File: config.mk
export PLATFORM = sky130hd
export DESIGN_NAME = fft_bin_capture
export DESIGN_NICKNAME = d
export VERILOG_FILES = /design/src/rtl/fft_bin_capture.sv
export SDC_FILE = /design/constraint.sdc
export NUM_CORES = 1
export LEC_CHECK = 0
export ABC_CLOCK_PERIOD_IN_PS = 2500
export BUFFER_PORTS_ARGS = -buffer_cell sky130_fd_sc_hd__buf_2
export CELL_PAD_IN_SITES_DETAIL_PLACEMENT = 1
export CELL_PAD_IN_SITES_GLOBAL_PLACEMENT = 1
export CORE_MARGIN = 2
export CORE_UTILIZATION = 41
export CTS_CLUSTER_SIZE = 25
export DETAILED_ROUTE_END_ITERATION = 8
export PLACE_DENSITY_LB_ADDON = 0.12
export SYNTH_ARGS = -nofsm -noshare
export SYNTH_HDL_FRONTEND = slang
export SYNTH_SLANG_ARGS = --single-unit
export TNS_END_PERCENT = 5
File: constraint.sdc
create_clock -name clk -period 2.5 [get_ports clk]
set_clock_uncertainty 0.05 [all_clocks]
set_input_delay 0.25 -clock clk [delete_from_list [all_inputs] [get_ports clk]]
set_output_delay 0.25 -clock clk [all_outputs]
set_load 0.005 [all_outputs]
File: src/rtl/fft_bin_capture.sv
// Selects the strongest voltage bin in the lower half of an FFT frame and captures
// its V/I components, then hands them to a CORDIC stage and waits for completion.
module fft_bin_capture #(
    parameter int N  = 256,
    parameter int DW = 16,
    parameter int BW = $clog2(N)
) (
    input  logic          clk,
    input  logic          rstn,
    input  logic          fft_reset,
    input  logic          src_valid,
    input  logic          src_sop,
    input  logic          src_eop,
    input  logic [DW-1:0] v_re,
    input  logic [DW-1:0] v_im,
    input  logic [DW-1:0] i_re,
    input  logic [DW-1:0] i_im,
    output logic          cordic_req,
    input  logic          cordic_ack,
    output logic          end_cordic,
    output logic [BW-1:0] pk_bin,
    output logic [DW-1:0] pk_v_re,
    output logic [DW-1:0] pk_v_im,
    output logic [DW-1:0] pk_i_re,
    output logic [DW-1:0] pk_i_im,
    output logic          result_valid,
    output logic          frame_err
);

    typedef enum logic [2:0] {
        ST_IDLE,
        ST_COLLECT,
        ST_REQ,
        ST_WAIT,
        ST_DONE
    } state_t;

    localparam logic [BW-1:0] LAST_BIN = BW'(N - 1);
    localparam logic [BW-1:0] HALF_BIN = BW'(N / 2);

    state_t        state_q;
    logic [BW-1:0] cnt_q;
    logic [DW:0]   best_q;
    logic [BW-1:0] cand_bin_q;
    logic [DW-1:0] cand_v_re_q, cand_v_im_q, cand_i_re_q, cand_i_im_q;
    logic [BW-1:0] pk_bin_q;
    logic [DW-1:0] pk_v_re_q, pk_v_im_q, pk_i_re_q, pk_i_im_q;
    logic          cordic_req_q, end_cordic_q, result_valid_q, frame_err_q;

    logic [BW-1:0] idx_d;
    logic [DW:0]   m_d;
    logic          cand_hit_d;

    // |x| widened by one bit so the most negative input maps to 2^(DW-1) exactly
    function automatic logic [DW:0] mag(input logic [DW-1:0] x);
        logic [DW:0] ext;
        ext = {x[DW-1], x};
        return x[DW-1] ? (~ext + (DW+1)'(1)) : ext;
    endfunction

    always_comb begin
        m_d        = mag(v_re) + mag(v_im);
        idx_d      = src_sop ? '0 : cnt_q + BW'(1);
        cand_hit_d = (idx_d != '0) && (idx_d < HALF_BIN) && (m_d > best_q);
    end

    always_ff @(posedge clk or negedge rstn) begin
        if (!rstn) begin
            state_q        <= ST_IDLE;
            cnt_q          <= '0;
            best_q         <= '0;
            cand_bin_q     <= '0;
            cand_v_re_q    <= '0;
            cand_v_im_q    <= '0;
            cand_i_re_q    <= '0;
            cand_i_im_q    <= '0;
            pk_bin_q       <= '0;
            pk_v_re_q      <= '0;
            pk_v_im_q      <= '0;
            pk_i_re_q      <= '0;
            pk_i_im_q      <= '0;
            cordic_req_q   <= 1'b0;
            end_cordic_q   <= 1'b0;
            result_valid_q <= 1'b0;
            frame_err_q    <= 1'b0;
        end else if (fft_reset) begin
            state_q      <= ST_IDLE;
            cnt_q        <= '0;
            cordic_req_q <= 1'b0;
            end_cordic_q <= 1'b0;
        end else begin
            cordic_req_q <= 1'b0;
            end_cordic_q <= 1'b0;
            case (state_q)
                ST_IDLE, ST_COLLECT: begin
                    if (src_valid && (src_sop || state_q == ST_COLLECT)) begin
                        if (src_sop) begin
                            // bin 0 is never a candidate, so a frame start only seeds the search
                            cnt_q       <= '0;
                            best_q      <= '0;
                            cand_bin_q  <= BW'(1);
                            cand_v_re_q <= '0;
                            cand_v_im_q <= '0;
                            cand_i_re_q <= '0;
                            cand_i_im_q <= '0;
                            if (state_q == ST_COLLECT) begin
                                frame_err_q <= 1'b1;
                            end else begin
                                result_valid_q <= 1'b0;
                            end
                            if (src_eop) begin
                                frame_err_q <= 1'b1;
                                state_q     <= ST_IDLE;
                            end else begin
                                state_q <= ST_COLLECT;
                            end
                        end else if (cnt_q == LAST_BIN) begin
                            frame_err_q <= 1'b1;
                            state_q     <= ST_IDLE;
                        end else begin
                            cnt_q <= idx_d;
                            if (cand_hit_d) begin
                                best_q      <= m_d;
                                cand_bin_q  <= idx_d;
                                cand_v_re_q <= v_re;
                                cand_v_im_q <= v_im;
                                cand_i_re_q <= i_re;
                                cand_i_im_q <= i_im;
                            end
                            if (src_eop) begin
                                if (idx_d == LAST_BIN) begin
                                    // the last bin is never a candidate, so the held set is final
                                    pk_bin_q     <= cand_bin_q;
                                    pk_v_re_q    <= cand_v_re_q;
                                    pk_v_im_q    <= cand_v_im_q;
                                    pk_i_re_q    <= cand_i_re_q;
                                    pk_i_im_q    <= cand_i_im_q;
                                    cordic_req_q <= 1'b1;
                                    state_q      <= ST_REQ;
                                end else begin
                                    frame_err_q <= 1'b1;
                                    state_q     <= ST_IDLE;
                                end
                            end
                        end
                    end
                end
                ST_REQ: begin
                    state_q <= ST_WAIT;
                end
                ST_WAIT: begin
                    if (cordic_ack) begin
                        end_cordic_q   <= 1'b1;
                        result_valid_q <= 1'b1;
                        state_q        <= ST_DONE;
                    end
                end
                ST_DONE: begin
                    state_q <= ST_IDLE;
                end
                default: begin
                    state_q <= ST_IDLE;
                end
            endcase
        end
    end

    assign cordic_req   = cordic_req_q;
    assign end_cordic   = end_cordic_q;
    assign pk_bin       = pk_bin_q;
    assign pk_v_re      = pk_v_re_q;
    assign pk_v_im      = pk_v_im_q;
    assign pk_i_re      = pk_i_re_q;
    assign pk_i_im      = pk_i_im_q;
    assign result_valid = result_valid_q;
    assign frame_err    = frame_err_q;

endmodule
* Word level (Yosys, flattened, before mapping)
Index checks and enable logic that the tools add are counted.
** Cells by class
- Add/sub/neg operators :: 4
- Multiply operators :: 0
- Div/mod/pow operators :: 0
- $lt $le $gt $ge :: 2
- Equality and inequality tests :: 16
- Shift operators :: 0
- Multiplexer cells :: 56
- Bitwise logic cells :: 5
- Reductions and logical operators :: 18
** Operator list (number)
- 2-to-1 mux 16 bit :: 12
- 2-to-1 mux 17 bit :: 5
- 2-to-1 mux 8 bit :: 9
- adder 17 x 1 -> 17 bit (second input constant) :: 2
- inverter 17 bit :: 2
- 2-to-1 mux 1 bit :: 21
- 2-to-1 mux 3 bit :: 6
- adder 17 bit :: 1
- > comparator 17 bit :: 1
- equality test 8 bit (second input constant) :: 2
- inequality test 3 bit (second input constant) :: 4
- AND reduction 6 bit :: 2
- inequality test 2 bit (second input constant) :: 5
- case mux 3 bit (3 select lines) :: 1
- adder 8 x 1 -> 8 bit (second input constant) :: 1
- < comparator 8 bit (second input constant) :: 1
- nonzero test 2 bit :: 4
- nonzero test 8 bit :: 1
- AND reduction 7 bit :: 1
- equality test 3 x 2 -> 1 bit (second input constant) :: 2
- AND reduction 3 bit :: 2
- inequality test 5 bit (second input constant) :: 1
- AND reduction 5 bit :: 1
- equality test 3 x 1 -> 1 bit (second input constant) :: 1
- other kinds (9) :: 13
** Storage, ports and cells
- Bits in registers :: 176
- Latch bits :: 0
- RAM bits :: 0
- Memory bits (read-only) :: 0
- Input port bits :: 71
- Output and inout bits :: 76
- Logic and storage cells :: 118
- Memories kept :: 0

* Depth between registers and ports, before layout
- Word-level depth :: 10
- Mapped depth :: 24

* Least setup slack after synthesis
No wires, ideal clock.
- Path kind :: input -> register
- Start point :: input v_im[7]
- End point :: register cand_v_im_q[10]
- Arrival time :: 4.470 ns
- Required time :: 2.329 ns
- Slack :: -2.141 ns
- Stages on the path :: 22
- Cell sequence :: or4_1 > nor3_1 > nand3_1 > nand2_1 > xnor2_1 > ha_1 > a21o_1 > a21o_1 > a21oi_1 > mux2_2 > a31oi_1 > and2_1 > ha_1 > a21o_1 > a21oi_1 > nor2b_1 > a2111o_1 > and2_1 > buf_4 > buf_6 > buf_6 > a22o_1
** On the way
- Longest elaborated chain between the ends :: 8
** Ends and longest elaborated chain
- from (decl) :: RTL line 15 : input logic [DW-1:0] v_im,
- inverter 17 bit :: RTL line 58 : return x[DW-1] ? (~ext + (DW+1)'(1)) : ext;
- adder 17 x 1 -> 17 bit :: RTL line 58
- 2-to-1 mux 17 bit * :: RTL line 58
- adder 17 bit * :: RTL line 62 : m_d = mag(v_re) + mag(v_im);
- > comparator 17 bit * :: RTL line 64 : cand_hit_d = (idx_d != '0) && (idx_d < HALF_BIN) && (m_d > best_q);
- logical AND 1 bit * :: RTL line 64
- nonzero test 2 bit (no line) *
- AND reduction 5 bit (no line) *
- to (signal assigned) :: RTL line 126 : cand_v_im_q <= v_im;
- to (decl) :: RTL line 45 : logic [DW-1:0] cand_v_re_q, cand_v_im_q, cand_i_re_q, cand_i_im_q;
Every way passes the cells marked *; elsewhere a longest branch is shown, timed or not.
A chain may end at the register's enable or synchronous reset.

* Final worst setup path
- Start point :: input v_im[7]
- End point :: register cand_bin_q[0]
** On the way
- Longest elaborated chain between the ends :: 8
** Ends and longest elaborated chain
- inverter 17 bit :: RTL line 58
- adder 17 x 1 -> 17 bit :: RTL line 58
- 2-to-1 mux 17 bit * :: RTL line 58
- adder 17 bit * :: RTL line 62
- > comparator 17 bit * :: RTL line 64
- logical AND 1 bit * :: RTL line 64
- nonzero test 2 bit (no line) *
- AND reduction 5 bit (no line) *
- to (signal assigned) :: RTL line 124 : cand_bin_q <= idx_d;
- to (decl) :: RTL line 44 : logic [BW-1:0] cand_bin_q;
Marked as above.

==> results.toml <==
[run_status]
status = "finished with violations"
violations = "negative setup slack"

[yosys]
synth_cells = 719
syn_nets = 827
synth_top_area_share = 0.515
synth-seq-cells = 176
synth-edff-count = 0
async_flop_share = 1.00
yosysSeqAreaShare = 0.515
ys.flop_type = "dfrtp_1"
syn_area_per_cell_um2 = 11.9
netlist.top_cell.by_area = "dfrtp_1"
yosysWarnings = 0
synth_cell_types = 58
yosys-top-cells-count = "dfrtp_1, a22o_1, mux2_2"
yosysMostFrequentCell = "dfrtp_1"
synth_area_leaders = "dfrtp_1, mux2_2, a22o_1"
syn_area_um2 = 8550

[critical_path]
required_ns = 2.76
crit_family = "compound AO/OA/AOI/OAI gates"
setup.worst_path.end_class = "flip-flop"
cp_max_fo = 8
arrival_ns = 4.64
r2r_start = "best_q[6]"
startpoint = "v_im[7]"
slowest_delay_ns = 0.55
crit_chain = "buf_6 > or4_4 > nor3_4 > nand3_2 > nand2_2 > xnor2_2 > ha_1 > a21o_1 > a21o_1 > a21oi_2 > mux2_4 > a31oi_4 > and2_4 > ha_4 > nand4_1 > buf_4 > a21oi_2 > a2111o_1 > a22oi_2 > buf_6 > buf_12 > clkbuf_16 > a22oi_2"
start_kind = "input port"
crit_type = "input port to flip-flop"
path_buf_inv = 5
cp_slowest_cell = "or4_4"

[floorplan]
die-height_um = 148
ioPinCount = 147
start_util = 0.420
core.rowCount = 52
dieArea_um2 = 22000
die_w_um = 148
core_area_um2 = 20400

[detailed_routing]
wl_per_cell_um = 20.5
drc = 0
ant_nets = 0
totalWireLength_um = 26500
dr.pass1.iters = 4
vias = 7113
via_per_inst = 5.50
drt_iter0_drc = 258

[pwr]
power_w = 0.00913
p_sw_frac = 0.326
clockPowerShare = 0.293
ir_drop_v = 0.000466
powerDensity_nw_per_um2 = 764
leakagePower_nw = 6.18
comb_power_share = 0.299
p_sw_w = 0.00298
intPower_w = 0.00615
seqPwrFrac = 0.408

[grt]
grt_use_total = 0.237
first_global_vias = 7844
antenna_found_initial = 0
overflow = 0
grt_max_degree = 65
grt_pass1_wl_um = 41100

[timing]
drv_slew = 0
finalHoldViolCount = 0
finalCriticalPeriod_ns = 4.38
setup_violations = 89
rsz0062_at_grt = "true"
worst_slew_pin_slew_ns = 0.666
fmax_mhz = 229
slew_headroom = 0.556
finalCritPeriodShare = 1.75
fin_ws_ns = -1.88

[finish]
diodes = 0
syn2layout_area_growth_pct = 39.8
fin_cells = 1293
layout.nets = 1118
post-route-util = 0.587
drive_above_1_share = 0.420

[placement]
hpwl_um = 17200
io_buffers = 146
place.gp.congestion = 0.809
place_inst = 1214

[clocking]
clockBufferDepth = 2
clock_sinks = 176
root_buffer = "clkbuf_16"
htreeDepth = 4
cts.clk_slew.worst_paths_ns = 0.07
cts_tree = "done"
clock_latency_ns = 0.44
cts_buffers = 17

[run]
drv_cap = 0

[hold_path]
hold_path.class = "input port to flip-flop"
hp-start = "i_re[10]"
through the flow:
| step | setup TNS, ns | cell area (um2) | hold slack, ns | worst slack [ns] |
|---|---|---|---|---|
| after floorplan | -171.07 | 8570 | -0.0956 | -1.98 |
| after global placement | -194.17 | 10500 | 0.248 | -2.21 |
| after detailed placement | -212.53 | 10500 | 0.253 | -2.41 |
| after CTS | -158.19 | 11700 | 0.000891 | -1.80 |
| after global routing | -187.82 | 12000 | 0.00563 | -2.12 |
| final | -164.09 | 12000 | 0.0125 | -1.88 |
routing by layer:
metal,part of all wire,GRT usage
met1,0.43,0.288
met2,0.52,0.432
met3,0.032,0.0362
met5,0,0
met4,0.022,0.0719
final timing paths:
kind                            depth (start not counted)              end  slack (ns)
worst max register to register                         11    cand_bin_q[0]       -0.30
worst min register to register                          1     result_valid        0.43
worst max-delay path                                   23    cand_bin_q[0]       -1.88
max in group asynchronous                               3       pk_v_im[0]        1.30
min in group asynchronous                               2         cnt_q[0]        0.33
worst min-delay path                                    2  cand_i_re_q[10]        0.01
layout make-up:
type                            instances  area, um2
Fill cell                            2145       8410
Sequential cell                       176       4400
Multi-Input combinational cell        476       4150
Timing Repair Buffer                  307       2360
Clock buffer                           17        425
Tap cell                              270        338
Clock inverter                         15        164
Inverter                               32        120
timing repair:
action / CTS / global route
setup endpoints to repair: 161 / 156
hold endpoints to repair: 90 / 0
gates resized for setup: 43 / 28
cloned: 4 / 6
buffers inserted: 6 / 3
hold buffers: 29 / 0
pin swaps: 20 / 32
power by group through the flow:
stage	clock network [W]	logic, W	registers [W]
4_1_cts	0.00272	0.00260	0.00372
5_1_grt	0.00283	0.00297	0.00380
6_report	0.00268	0.00273	0.00372
3_3_place_gp	0	0.00218	0.00373
2_1_floorplan	0	0.00145	0.00364
3_5_place_dp	0	0.00234	0.00376
registers in the layout, summed over array words and instances, names as in the netlist, 3 cells and up:
register,flops
pk_v_im,16
cand_v_re_q,16
pk_v_re,16
cand_i_im_q,16
cand_bin_q,8
pk_i_im,16
pk_bin,8
cnt_q,8
cand_v_im_q,16
pk_i_re,16
cand_i_re_q,16
best_q,17
state_q,3
worst register-to-register path, cell delays in order, from the launching register on:
cell and delay [ns]:
dfrtp_1 0.37, inv_1 0.05, ha_1 0.31, a211o_1 0.29
o211ai_1 0.11, o2111ai_1 0.21, a2111o_1 0.52, a22oi_2 0.19
buf_6 0.15, buf_12 0.18, clkbuf_16 0.19, a22oi_2 0.06
cells by family after synthesis:
family / synth area share
buffers and inverters: 0.0351
adder cells (fa/ha/maj): 0.0550
flip-flops: 0.515
XOR/XNOR: 0.0358
AND/OR/NAND/NOR: 0.0805
AO/OA/AOI/OAI: 0.177
multiplexers: 0.101
cell usage in the layout (no fill, tap or decap), types with 4 or more instances in the layout:
| cell | count |
|---|---|
| o21ai_1 | 4 |
| buf_12 | 12 |
| o31ai_1 | 6 |
| dlygate4sd3_1 | 29 |
| nand3_1 | 11 |
| buf_2 | 143 |
| xnor2_1 | 29 |
| nor2_1 | 23 |
| a21oi_1 | 15 |
| o21ai_0 | 17 |
| and2_4 | 4 |
| clkbuf_16 | 22 |
| ha_1 | 31 |
| or3_1 | 4 |
| mux2_2 | 66 |
| a21o_1 | 17 |
| a22o_1 | 88 |
| nor2_2 | 4 |
| mux2_1 | 6 |
| buf_4 | 109 |
| a31oi_1 | 5 |
| a211oi_1 | 4 |
| and3_1 | 6 |
| nand4_1 | 6 |
| buf_16 | 4 |
| inv_1 | 32 |
| dfrtp_1 | 176 |
| a32o_1 | 4 |
| nand2b_1 | 7 |
| nor4_1 | 6 |
| buf_6 | 5 |
| nand3_2 | 4 |
| nor3_1 | 9 |
| a21oi_2 | 5 |
| nand2_1 | 22 |
| inv_8 | 6 |
Power figures use the tool's default switching activity.
